--- src/rtl/fifo_word_packer.sv ---
// Pops bytes from a 1-cycle-latency byte FIFO and packs them little-endian into words
// presented on a valid/ready handshake; FLUSH emits a zero-padded partial word.
module fifo_word_packer #(
    parameter int unsigned DATA_W         = 8,
    parameter int unsigned BYTES_PER_WORD = 4,
    parameter int unsigned CNT_W          = 4
) (
    input  logic                             i_clk,
    input  logic                             i_rst,
    input  logic                             i_fifo_empty,
    input  logic [DATA_W-1:0]                i_fifo_dout,
    output logic                             o_fifo_rd_en,
    input  logic                             i_flush,
    output logic [DATA_W*BYTES_PER_WORD-1:0] o_word_out,
    output logic [CNT_W-1:0]                 o_word_bytes,
    output logic                             o_word_valid,
    input  logic                             i_word_ready
);

    typedef enum logic [0:0] {StFill, StHold} state_e;

    localparam logic [CNT_W-1:0] BPW_CNT = CNT_W'(BYTES_PER_WORD);
    localparam logic [CNT_W-1:0] CNT_ONE = CNT_W'(1);

    state_e                                  r_state;
    logic [CNT_W-1:0]                        r_issued;
    logic [CNT_W-1:0]                        r_captured;
    logic                                    r_pending;
    logic                                    r_flush;
    logic                                    r_rst_dly;
    logic [BYTES_PER_WORD-1:0][DATA_W-1:0]   r_lanes;

    state_e                                  w_state_nxt;
    logic [CNT_W-1:0]                        w_issued_nxt;
    logic [CNT_W-1:0]                        w_captured_nxt;
    logic                                    w_flush_nxt;
    logic [BYTES_PER_WORD-1:0][DATA_W-1:0]   w_lanes_nxt;
    logic                                    w_rd_en;
    logic                                    w_hold;

    // r_rst_dly keeps reads off for the first cycle after reset release.
    assign w_rd_en = (r_state == StFill) && !i_fifo_empty && (r_issued < BPW_CNT) &&
                     !r_flush && !r_rst_dly && !i_rst;

    always_comb begin
        w_state_nxt    = r_state;
        w_issued_nxt   = r_issued;
        w_captured_nxt = r_captured;
        w_flush_nxt    = r_flush;
        w_lanes_nxt    = r_lanes;

        unique case (r_state)
            StFill: begin
                if (w_rd_en) begin
                    w_issued_nxt = r_issued + CNT_ONE;
                end
                if (r_pending) begin
                    for (int unsigned i = 0; i < BYTES_PER_WORD; i++) begin
                        if (r_captured == CNT_W'(i)) begin
                            w_lanes_nxt[i] = i_fifo_dout;
                        end
                    end
                    w_captured_nxt = r_captured + CNT_ONE;
                end
                if (i_flush && ((r_captured != '0) || r_pending)) begin
                    w_flush_nxt = 1'b1;
                end
                // A flushed word waits for its in-flight byte before being presented.
                if ((w_captured_nxt == BPW_CNT) || (r_flush && !r_pending)) begin
                    w_state_nxt = StHold;
                end
            end
            StHold: begin
                if (i_word_ready) begin
                    w_state_nxt    = StFill;
                    w_issued_nxt   = '0;
                    w_captured_nxt = '0;
                    w_flush_nxt    = 1'b0;
                    w_lanes_nxt    = '0;
                end
            end
            default: begin
                w_state_nxt = StFill;
            end
        endcase
    end

    always_ff @(posedge i_clk) begin
        r_rst_dly <= i_rst;
        if (i_rst) begin
            r_state    <= StFill;
            r_issued   <= '0;
            r_captured <= '0;
            r_pending  <= 1'b0;
            r_flush    <= 1'b0;
            r_lanes    <= '0;
        end else begin
            r_state    <= w_state_nxt;
            r_issued   <= w_issued_nxt;
            r_captured <= w_captured_nxt;
            r_pending  <= w_rd_en;
            r_flush    <= w_flush_nxt;
            r_lanes    <= w_lanes_nxt;
        end
    end

    assign w_hold       = (r_state == StHold) && !i_rst;
    assign o_fifo_rd_en = w_rd_en;
    assign o_word_valid = w_hold;
    assign o_word_bytes = w_hold ? r_captured : '0;
    assign o_word_out   = i_rst ? '0 : r_lanes;

endmodule

--- config.mk ---
export PLATFORM = sky130hd
export DESIGN_NAME = fifo_word_packer
export DESIGN_NICKNAME = d
export VERILOG_FILES = /design/src/rtl/fifo_word_packer.sv
export SDC_FILE = /design/constraint.sdc
export NUM_CORES = 1
export LEC_CHECK = 0
export BUFFER_PORTS_ARGS = -buffer_cell sky130_fd_sc_hd__clkbuf_2
export CORE_MARGIN = 3
export CORE_UTILIZATION = 55
export CTS_CLUSTER_DIAMETER = 40
export DETAILED_ROUTE_END_ITERATION = 6
export GPL_ROUTABILITY_DRIVEN = 0
export PLACE_DENSITY = 0.79
export SYNTH_ARGS = -nofsm -noshare
export SYNTH_HDL_FRONTEND = slang
export SYNTH_SLANG_ARGS = --single-unit
--- constraint.sdc ---
create_clock -name i_clk -period 2.41 [get_ports i_clk]
set_input_delay 0.482 -clock i_clk [delete_from_list [all_inputs] [get_ports i_clk]]
set_output_delay 0.482 -clock i_clk [all_outputs]
set_load 0.1 [all_outputs]
==> flow_metrics.tcl, run 1 <==
set metrics [dict create \
    status "finished, final reports clean" \
    timing.fmax_ghz 0.457 \
    cts-resized-gates 0 \
    p_leak_nw 1.10 \
    final_util_pct 87.5 \
    worstMarginPinSlew_ns 0.492 \
    route.final.wire_length_mm 5.99 \
    max_cap_viol_count 0 \
    required_ns 1.93 \
    grt_usage_pct 29.0 \
    final_antenna_net_count 0 \
    ys_ff_latch 44 \
    holdPathStages 2 \
    reg2reg_depth 4 \
    ctsLongestPathBuffers 2 \
    fin_crit_sh_pct 90.8 \
    path_cells "clkbuf_2, or4_4, nor4_4, buf_12" \
    worstPathArrival_ns 1.71 \
    die_area_um2 4570 \
    critPathKind "in2out" \
    clock_latency_ns 0.30 \
    areaGrowthSynthToFinish_pct 46.7 \
    io_pins 51 \
    drive_gt1_share_pct 27.0 \
    rrSetupSlack_ns 0.68 \
    r2r_start "r_pending" \
    min-delay-start "i_word_ready" \
    cts_tree "built" \
    initial_core_util_pct 59.7 \
    hold_viol 0 \
    syn-cell-area_um2 2090 \
    n_antenna_cell 0 \
    vias_per_cell 5.86 \
    ys.flop_type "dfxtp_1" \
    setup_ws_ns 0.222 \
    timing.slew.headroom_pct 66.7 \
    worst_setup_path_start_kind "primary input" \
    powerDensity_nw_per_um2 460 \
    dieHeight_um 67.6 \
    cpMaxStageDelayCell "or4_4" \
    drc 0 \
    peakVddDrop_uv 373 \
    grt_max_degree 77 \
    wire_per_inst_um 17.1 \
    synth_edf_count 0 \
    pre_cts_slack_ns 0.233 \
    grt_overflow 0 \
    cts.sinks 44 \
    fin_crit_ns 2.19 \
    yosysSeqAreaShare_pct 42.2 \
    slew_violations 0 \
    syn_nets 279 \
    r2r_end "r_lanes[12]" \
    antenna_found_initial 0 \
    htreeDepth 2 \
    first_pass_iters 4 \
    cts_buffers 5 \
    synth.distinct_cells 30 \
    ys_warn_count 0 \
    post_synth.cell_area_avg_um2 7.99 \
    cts_setup_buffers 0 \
    slowest_delay_ns 0.56 \
    dpl.hpwl_mm 3.98 \
    netlist_instances 261 \
    die_width_um 67.6 \
    rsz0062_at_grt "no" \
    critPathMaxFanout 5 \
    endpoint_kind "output port" \
    finalNetCount 321 \
    row_count 21 \
    cts_root_buffer "clkbuf_8" \
    postCtsHoldBufs 0 \
    min_to "r_issued[2]" \
    setup_violations 0 \
    grt_pass1_vias 2030 \
    first_iter_violations 181 \
    clk_pin_slew_ns 0.08 \
    hp-class "in2reg" \
    port_buffers 50 \
    vias 2051 \
    grt_first_pass_wirelength_mm 9.74 \
    core_area_um2 3490 \
    skew_ns 0.00241 \
    synthArstFlopShare_pct 0 \
]
==> flip-flops by register name (all words and copies together) (netlist names) <==
signal,count
r_captured,4
r_flush,1
r_issued,4
r_lanes,32
r_pending,1
r_rst_dly,1
r_state,1
==> Yosys cell counts, types with 5 or more instances <==
cell type / count / area [um^2]
ha_1: 5 / 62.6
buf_2: 6 / 30.0
a21oi_1: 39 / 195
nand3_1: 33 / 165
and2_1: 9 / 56.3
nor2b_1: 43 / 269
nand2_1: 42 / 158
nor2_1: 6 / 22.5
clkbuf_1: 10 / 37.5
dfxtp_1: 44 / 881
==> worst max-delay path, delay by kind of cell <==
family / cells / cell delay, ns
buffers and inverters: 2 / 0.34
and+or+nand+nor: 2 / 0.88
==> area by class of cell <==
class	count	area (um^2)
inverters	2	7.51
flip-flops and latches	44	881
clock inverters	1	7.51
multi-input cells	197	1160
well taps	46	57.6
fillers	163	435
repair buffers	53	856
clock buffers	7	86.3
==> logic make-up (layout without fill, tap and decap cells) <==
logic type      Yosys count  count (layout)  share of synthesized area [%]
fa+ha+maj                 5               5                           3.00
xor+xnor                  1               1                          0.420
buf+inv                  20              63                           3.96
compound gates           46              46                           12.2
simple gates            144             144                           37.7
mux                       1               1                          0.540
flops                    44              44                           42.2
==> cells in the final DEF (no fill, tap or decap), drive strengths merged, types with 2 or more instances in the layout <==
cell,Yosys,layout
a21oi,39,39
o21ai,2,2
dfxtp,44,44
clkbuf,10,19
nor4b,2,2
and2,9,9
nor2b,43,43
nor4,2,2
nor2,6,6
nand2,42,42
nand3b,2,2
nand3,33,33
ha,5,5
inv,2,2
a211oi,2,2
buf,8,41
==> per-stage QoR <==
| stage | cells | hold WS (ns) | power, mW | setup TNS (ns) | area, um^2 |
|---|---|---|---|---|---|
| 6_report | 350 | 0.443 | 1.41 | 0 | 3060 |
| 5_1_grt | 350 | 0.439 | 1.46 | 0 | 3060 |
| 4_1_cts | 350 | 0.439 | 1.41 | 0 | 3060 |
| 3_5_place_dp | 342 | 0.457 | 0.939 | 0 | 2970 |
| 3_3_place_gp | 342 | 0.449 | 0.934 | 0 | 2970 |
| 2_1_floorplan | 261 | 0.443 | 0.880 | -6.29 | 2130 |
==> how the worst max path moves through the flow <==
stage                      from             end  slack [ns]
after floorplan           i_rst  o_word_out[12]       -0.29
after global placement    i_rst    o_fifo_rd_en        0.26
after detailed placement  i_rst    o_fifo_rd_en        0.23
after CTS                 i_rst    o_fifo_rd_en        0.22
after global routing      i_rst    o_fifo_rd_en        0.18
final                     i_rst    o_fifo_rd_en        0.22
==> routing by layer <==
metal	wire length (um)	up-vias	GRT usage, %
met4	214	0	16.7
met5	0	-	0
li1	-	956	-
met2	3020	115	47.5
met3	446	24	5.66
met1	2300	956	35.1
==> report_power, final <==
part | leakage [nW] | switching [mW] | internal, mW
clock network | 0.0445 | 0.248 | 0.233
registers | 0.356 | 0.0125 | 0.739
logic | 0.698 | 0.118 | 0.0575
total | 1.10 | 0.378 | 1.03
Power figures use the tool's default switching activity.
==> run 2, diff against run 1 <==
--- a/config.mk
+++ b/config.mk
@@ -12,6 +12,8 @@
 export DETAILED_ROUTE_END_ITERATION = 6
 export GPL_ROUTABILITY_DRIVEN = 0
 export PLACE_DENSITY = 0.79
+export RECOVER_POWER = 100
+export SLEW_MARGIN = 10
 export SYNTH_ARGS = -nofsm -noshare
 export SYNTH_HDL_FRONTEND = slang
 export SYNTH_SLANG_ARGS = --single-unit
==> constraint.sdc (replaced) <==
create_clock -name i_clk -period 2.41 [get_ports i_clk]
set_input_delay 0.1205 -clock i_clk [delete_from_list [all_inputs] [get_ports i_clk]]
set_output_delay 0.1205 -clock i_clk [all_outputs]
set_load 0.1 [all_outputs]
==> run 2 against run 1 <==
- global-route usage decreased by 7.2 points
- critical path depth fell by 1
- count of clock-buffer cells in the layout fell by 2
- first-iteration DRC count down 23%
- sequential power barely moved
- critical path type is now reg2out
==> flow_metrics.tcl, run 2 (same netlist as run 1, synthesis figures left out) <==
set metrics [dict create \
    slew_violations 0 \
    die_area_um2 4570 \
    grt_max_degree 77 \
    n_antenna_cell 0 \
    dieHeight_um 67.6 \
    postCtsHoldBufs 0 \
    ctsLongestPathBuffers 2 \
    cts.sinks 44 \
    top_register "r_lanes" \
    vias 1850 \
    grt_usage_pct 21.7 \
    critPathKind "reg2out" \
    timing.fmax_ghz 0.488 \
    holdWs_ns 0.0920 \
    peakVddDrop_uv 493 \
    fin_crit_sh_pct 85.1 \
    rrSetupSlack_ns 0.62 \
    critPathTopFamily "buffers and inverters" \
    drc 0 \
    worstMarginPinSlew_ns 1.17 \
    final_cell_mix "dfxtp_1, nor2b_1, nand2_1" \
    final_util_pct 68.9 \
    path_cells "buf_4, nor2b_4, clkbuf_1" \
    finalNetCount 321 \
    r2r_start "r_state" \
    cts-resized-gates 0 \
    drive_gt1_share_pct 10.6 \
    worst_setup_path_start_kind "flop" \
    areaGrowthSynthToFinish_pct 15.4 \
    cts_tree "built" \
    first_iter_violations 139 \
    grt_overflow 0 \
    max_cap_viol_count 0 \
    endpoint_kind "output port" \
    worstPathArrival_ns 1.93 \
    setup_violations 0 \
    core_area_um2 3490 \
    holdPathStages 2 \
    io_pins 51 \
    setup_ws_ns 0.360 \
    htreeDepth 2 \
    vias_per_cell 5.32 \
    rsz0062_at_grt "no" \
    reg2reg_depth 5 \
    cp.buffers_inverters 2 \
    powerDensity_nw_per_um2 593 \
    port_buffers 50 \
    cts_root_buffer "clkbuf_8" \
    final_antenna_net_count 0 \
    row_count 21 \
    fill_cells 326 \
    r2r_end "r_lanes[21]" \
    initial_core_util_pct 59.7 \
    p_leak_nw 0.842 \
    min-delay-start "i_word_ready" \
    multi_input_area_um2 1120 \
    wire_per_inst_um 13.6 \
    cts_buffers 5 \
    clock_latency_ns 0.29 \
    fin_crit_ns 2.05 \
    final_common_cell "dfxtp_1" \
    hold_viol 0 \
    critPathMaxFanout 19 \
    status "finished, final reports clean" \
    route.final.wire_length_mm 4.74 \
    cts_setup_buffers 0 \
    dpl.hpwl_mm 3.14 \
    largest_register_ff_count 32 \
    hp-class "in2reg" \
    antenna_found_initial 0 \
    pre_cts_slack_ns 0.742 \
    slowest_delay_ns 0.88 \
    grt_first_pass_wirelength_mm 7.46 \
    top_regs "r_lanes: 32 flops, r_captured: 4 flops, r_issued: 4 flops" \
    cpMaxStageDelayCell "clkbuf_1" \
    required_ns 2.29 \
    grt_pass1_vias 1602 \
    clk_pin_slew_ns 0.07 \
    timing.slew.headroom_pct 22.3 \
    die_width_um 67.6 \
    skew_ns 0.00489 \
    final-seq-area_um2 881 \
    first_pass_iters 4 \
    min_to "r_issued[2]" \
]
## run 2: changes by cell type in the layout (fill, tap and decap cells not counted), sizes merged
cell | previous run | this run
buf | 41 | 3
clkbuf | 19 | 55
bufinv | 0 | 1
clkinvlp | 1 | 0
## run 2: worst max path at each step
stage | start | end | depth (start not counted)
3_3_place_gp | r_state | r_issued[0] | 4
6_report | r_state | o_word_valid | 3
4_1_cts | r_state | o_fifo_rd_en | 3
2_1_floorplan | r_state | r_issued[2] | 4
3_5_place_dp | r_state | r_issued[0] | 4
5_1_grt | r_state | o_word_valid | 3
## run 2: area by class of cell
type	instances	area share (%)
clock inverters	1	1.25
flip-flops and latches	44	36.6
inverters	2	0.312
multi-input cells	197	46.4
repair buffers	53	10.1
well taps	46	2.39
clock buffers	5	2.86
## run 2: through the flow
step	TNS, ns	cell area (um^2)	total power, mW	cells
3_3_place_gp	0	2370	0.918	342
6_report	0	2410	1.43	348
5_1_grt	0	2410	1.49	348
2_1_floorplan	-0.0395	2100	0.879	261
3_5_place_dp	0	2370	0.920	342
4_1_cts	0	2470	1.44	348
## run 2: per-layer routing
layer  wire, um  GRT usage (%)  share of wire, %
met1       2210           29.3                47
met2       2150           34.0                45
met3        304           4.83               6.4
met4         78           7.59               1.6
met5          0              0                 0
## run 2: report_power, final
| group | internal, mW | switching (mW) |
|---|---|---|
| Sequential | 0.739 | 0.0111 |
| Clock | 0.297 | 0.231 |
| Combinational | 0.0402 | 0.109 |
==> run 3, diff against run 2 <==
--- a/config.mk
+++ b/config.mk
@@ -7,11 +7,11 @@
 export LEC_CHECK = 0
 export BUFFER_PORTS_ARGS = -buffer_cell sky130_fd_sc_hd__clkbuf_2
 export CORE_MARGIN = 3
-export CORE_UTILIZATION = 55
+export CORE_UTILIZATION = 53
 export CTS_CLUSTER_DIAMETER = 40
 export DETAILED_ROUTE_END_ITERATION = 6
 export GPL_ROUTABILITY_DRIVEN = 0
-export PLACE_DENSITY = 0.79
+export PLACE_DENSITY = 0.76
 export RECOVER_POWER = 100
 export SLEW_MARGIN = 10
 export SYNTH_ARGS = -nofsm -noshare
==> constraint.sdc (replaced) <==
create_clock -name i_clk -period 2 [get_ports i_clk]
set_input_delay 0.1 -clock i_clk [delete_from_list [all_inputs] [get_ports i_clk]]
set_output_delay 0.1 -clock i_clk [all_outputs]
set_load 0.1 [all_outputs]
==> run 3 against run 2 <==
- non-clock buffer count grew 1
- clock power grew 21%
- setup slack lost 0.24 ns
- wire length grew 6.6%
- first-iteration DRC count grew 12%
- via count grew 3.7%
- critical path depth is the same
- clock skew shrank 0.0014 ns
- largest cell class unchanged
- sequential share of layout area shrank 1.9 points
- count of clock-buffer cells in the layout is the same
==> flow_metrics.tcl, run 3 (same netlist as run 1, synthesis figures left out) <==
set metrics [dict create \
    hold_viol 0 \
    rrSetupSlack_ns 0.21 \
    wire_per_inst_um 14.4 \
    cts-resized-gates 0 \
    cts_tree "built" \
    cts_root_buffer "clkbuf_8" \
    top_regs "r_lanes: 32 flops, r_captured: 4 flops, r_issued: 4 flops" \
    fin_area_um2 2540 \
    worstMarginPinSlew_ns 0.698 \
    vias_per_cell 5.47 \
    slowest_delay_ns 0.51 \
    grt.busiest_layer "met2" \
    n_antenna_cell 0 \
    hp-class "in2reg" \
    initial_core_util_pct 56.1 \
    final_antenna_net_count 0 \
    route.final.wire_length_mm 5.06 \
    grt_first_pass_wirelength_mm 8.07 \
    cp.buffers_inverters 1 \
    cts_buffers 5 \
    crit_path_end "o_fifo_rd_en" \
    grt.met3_usage_pct 5.19 \
    holdPathStages 2 \
    r2r_start "r_state" \
    grt_pass1_vias 1714 \
    first_iter_violations 155 \
    top_register "r_lanes" \
    p_leak_nw 0.978 \
    largest_register_ff_count 32 \
    grt_usage_pct 23.4 \
    ctsLongestPathBuffers 2 \
    path_cells "or4_4, nor4_4, buf_12" \
    grt_max_degree 77 \
    max_cap_viol_count 0 \
    first_pass_iters 4 \
    clk_pin_slew_ns 0.07 \
    worstPathArrival_ns 1.78 \
    grtUsageMet2_pct 37.8 \
    reg2reg_depth 4 \
    cpMaxStageDelayCell "or4_4" \
    required_ns 1.90 \
    die_width_um 68.7 \
    htreeDepth 2 \
    startpoint "r_state" \
    grt_overflow 0 \
    fin_crit_ns 1.88 \
    grtUsageMet1_pct 30.5 \
    critPathKind "reg2out" \
    fin_crit_sh_pct 93.8 \
    core_area_um2 3720 \
    dpl.hpwl_mm 3.42 \
    fill_cells 333 \
    status "finished, final reports clean" \
    peakVddDrop_uv 475 \
    timing.slew.headroom_pct 53.4 \
    powerDensity_nw_per_um2 684 \
    slew_violations 0 \
    critPathTopFamily "simple AND/OR/NAND/NOR gates" \
    port_buffers 50 \
    io_pins 51 \
    finalNetCount 322 \
    drc 0 \
    endpoint_kind "output port" \
    rsz0062_at_grt "no" \
    worst_setup_path_start_kind "flop" \
    skew_ns 0.00353 \
    p_total_mw 1.74 \
    setup_violations 0 \
    clock_latency_ns 0.29 \
    place_area_um2 2590 \
    path_depth 3 \
    timing.fmax_ghz 0.533 \
    cts.sinks 44 \
    antenna_found_initial 0 \
    row_count 22 \
    die_area_um2 4720 \
    critPathMaxFanout 5 \
    postCtsHoldBufs 0 \
    dieHeight_um 68.7 \
    final_cell_mix "clkbuf_2, dfxtp_1, nor2b_1" \
    vias 1919 \
    areaGrowthSynthToFinish_pct 21.8 \
    cts_setup_buffers 0 \
    drive_gt1_share_pct 21.8 \
    r2r_end "r_issued[0]" \
]
[run 3: cell types whose count changed in the layout (fill, tap and decap cells not counted), sizes merged]
cell,previous run,this run
buf,3,10
clkbuf,55,49
[run 3: per-layer routing]
metal	vias to the layer above	routed length [um]
met5	-	0
met4	0	100
met3	11	351
met2	63	2480
met1	888	2120
li1	957	-
[run 3: worst reg2reg max path, stage by stage, from the launching register on]
cell and delay, ns:
dfxtp_1 0.32, or4_4 0.51, nor4_4 0.42, mux2_1 0.40
nor2_1 0.09
[run 3: report_power, final]
group	switching, mW	internal (mW)
sequential	0.0145	0.890
combinational	0.136	0.0536
clock	0.283	0.358
total	0.434	1.30
[run 3: area by class of cell]
class	count	area, um^2	share of cell area, %
clock buffer	5	68.8	2.71
clock inverter	1	30.0	1.18
multi-input combinational	197	1120	44.2
timing repair buffer	54	370	14.6
sequential	44	881	34.7
tap	48	60.1	2.36
inverter	2	7.51	0.296
[run 3: stage by stage]
stage | std cells | hold slack, ns | TNS (ns) | setup slack [ns] | utilization (%)
finish | 351 | 0.0853 | 0 | 0.124 | 68.4
global route | 351 | 0.0937 | 0 | 0.0624 | 68.4
CTS | 351 | 0.0817 | 0 | 0.105 | 72.4
detailed placement | 345 | 0.390 | 0 | 0.275 | 69.7
global placement | 345 | 0.387 | 0 | 0.350 | 69.7
floorplan | 261 | 0.128 | -1.56 | -0.422 | -
[run 3: how the worst min path moves through the flow]
| stage | startpoint | to | slack, ns |
|---|---|---|---|
| detailed placement | i_word_ready | r_issued[2] | 0.39 |
| finish | i_word_ready | r_issued[2] | 0.09 |
| CTS | i_word_ready | r_issued[2] | 0.08 |
| floorplan | i_rst | r_rst_dly | 0.13 |
| global route | i_word_ready | r_issued[2] | 0.09 |
| global placement | i_word_ready | r_issued[2] | 0.39 |
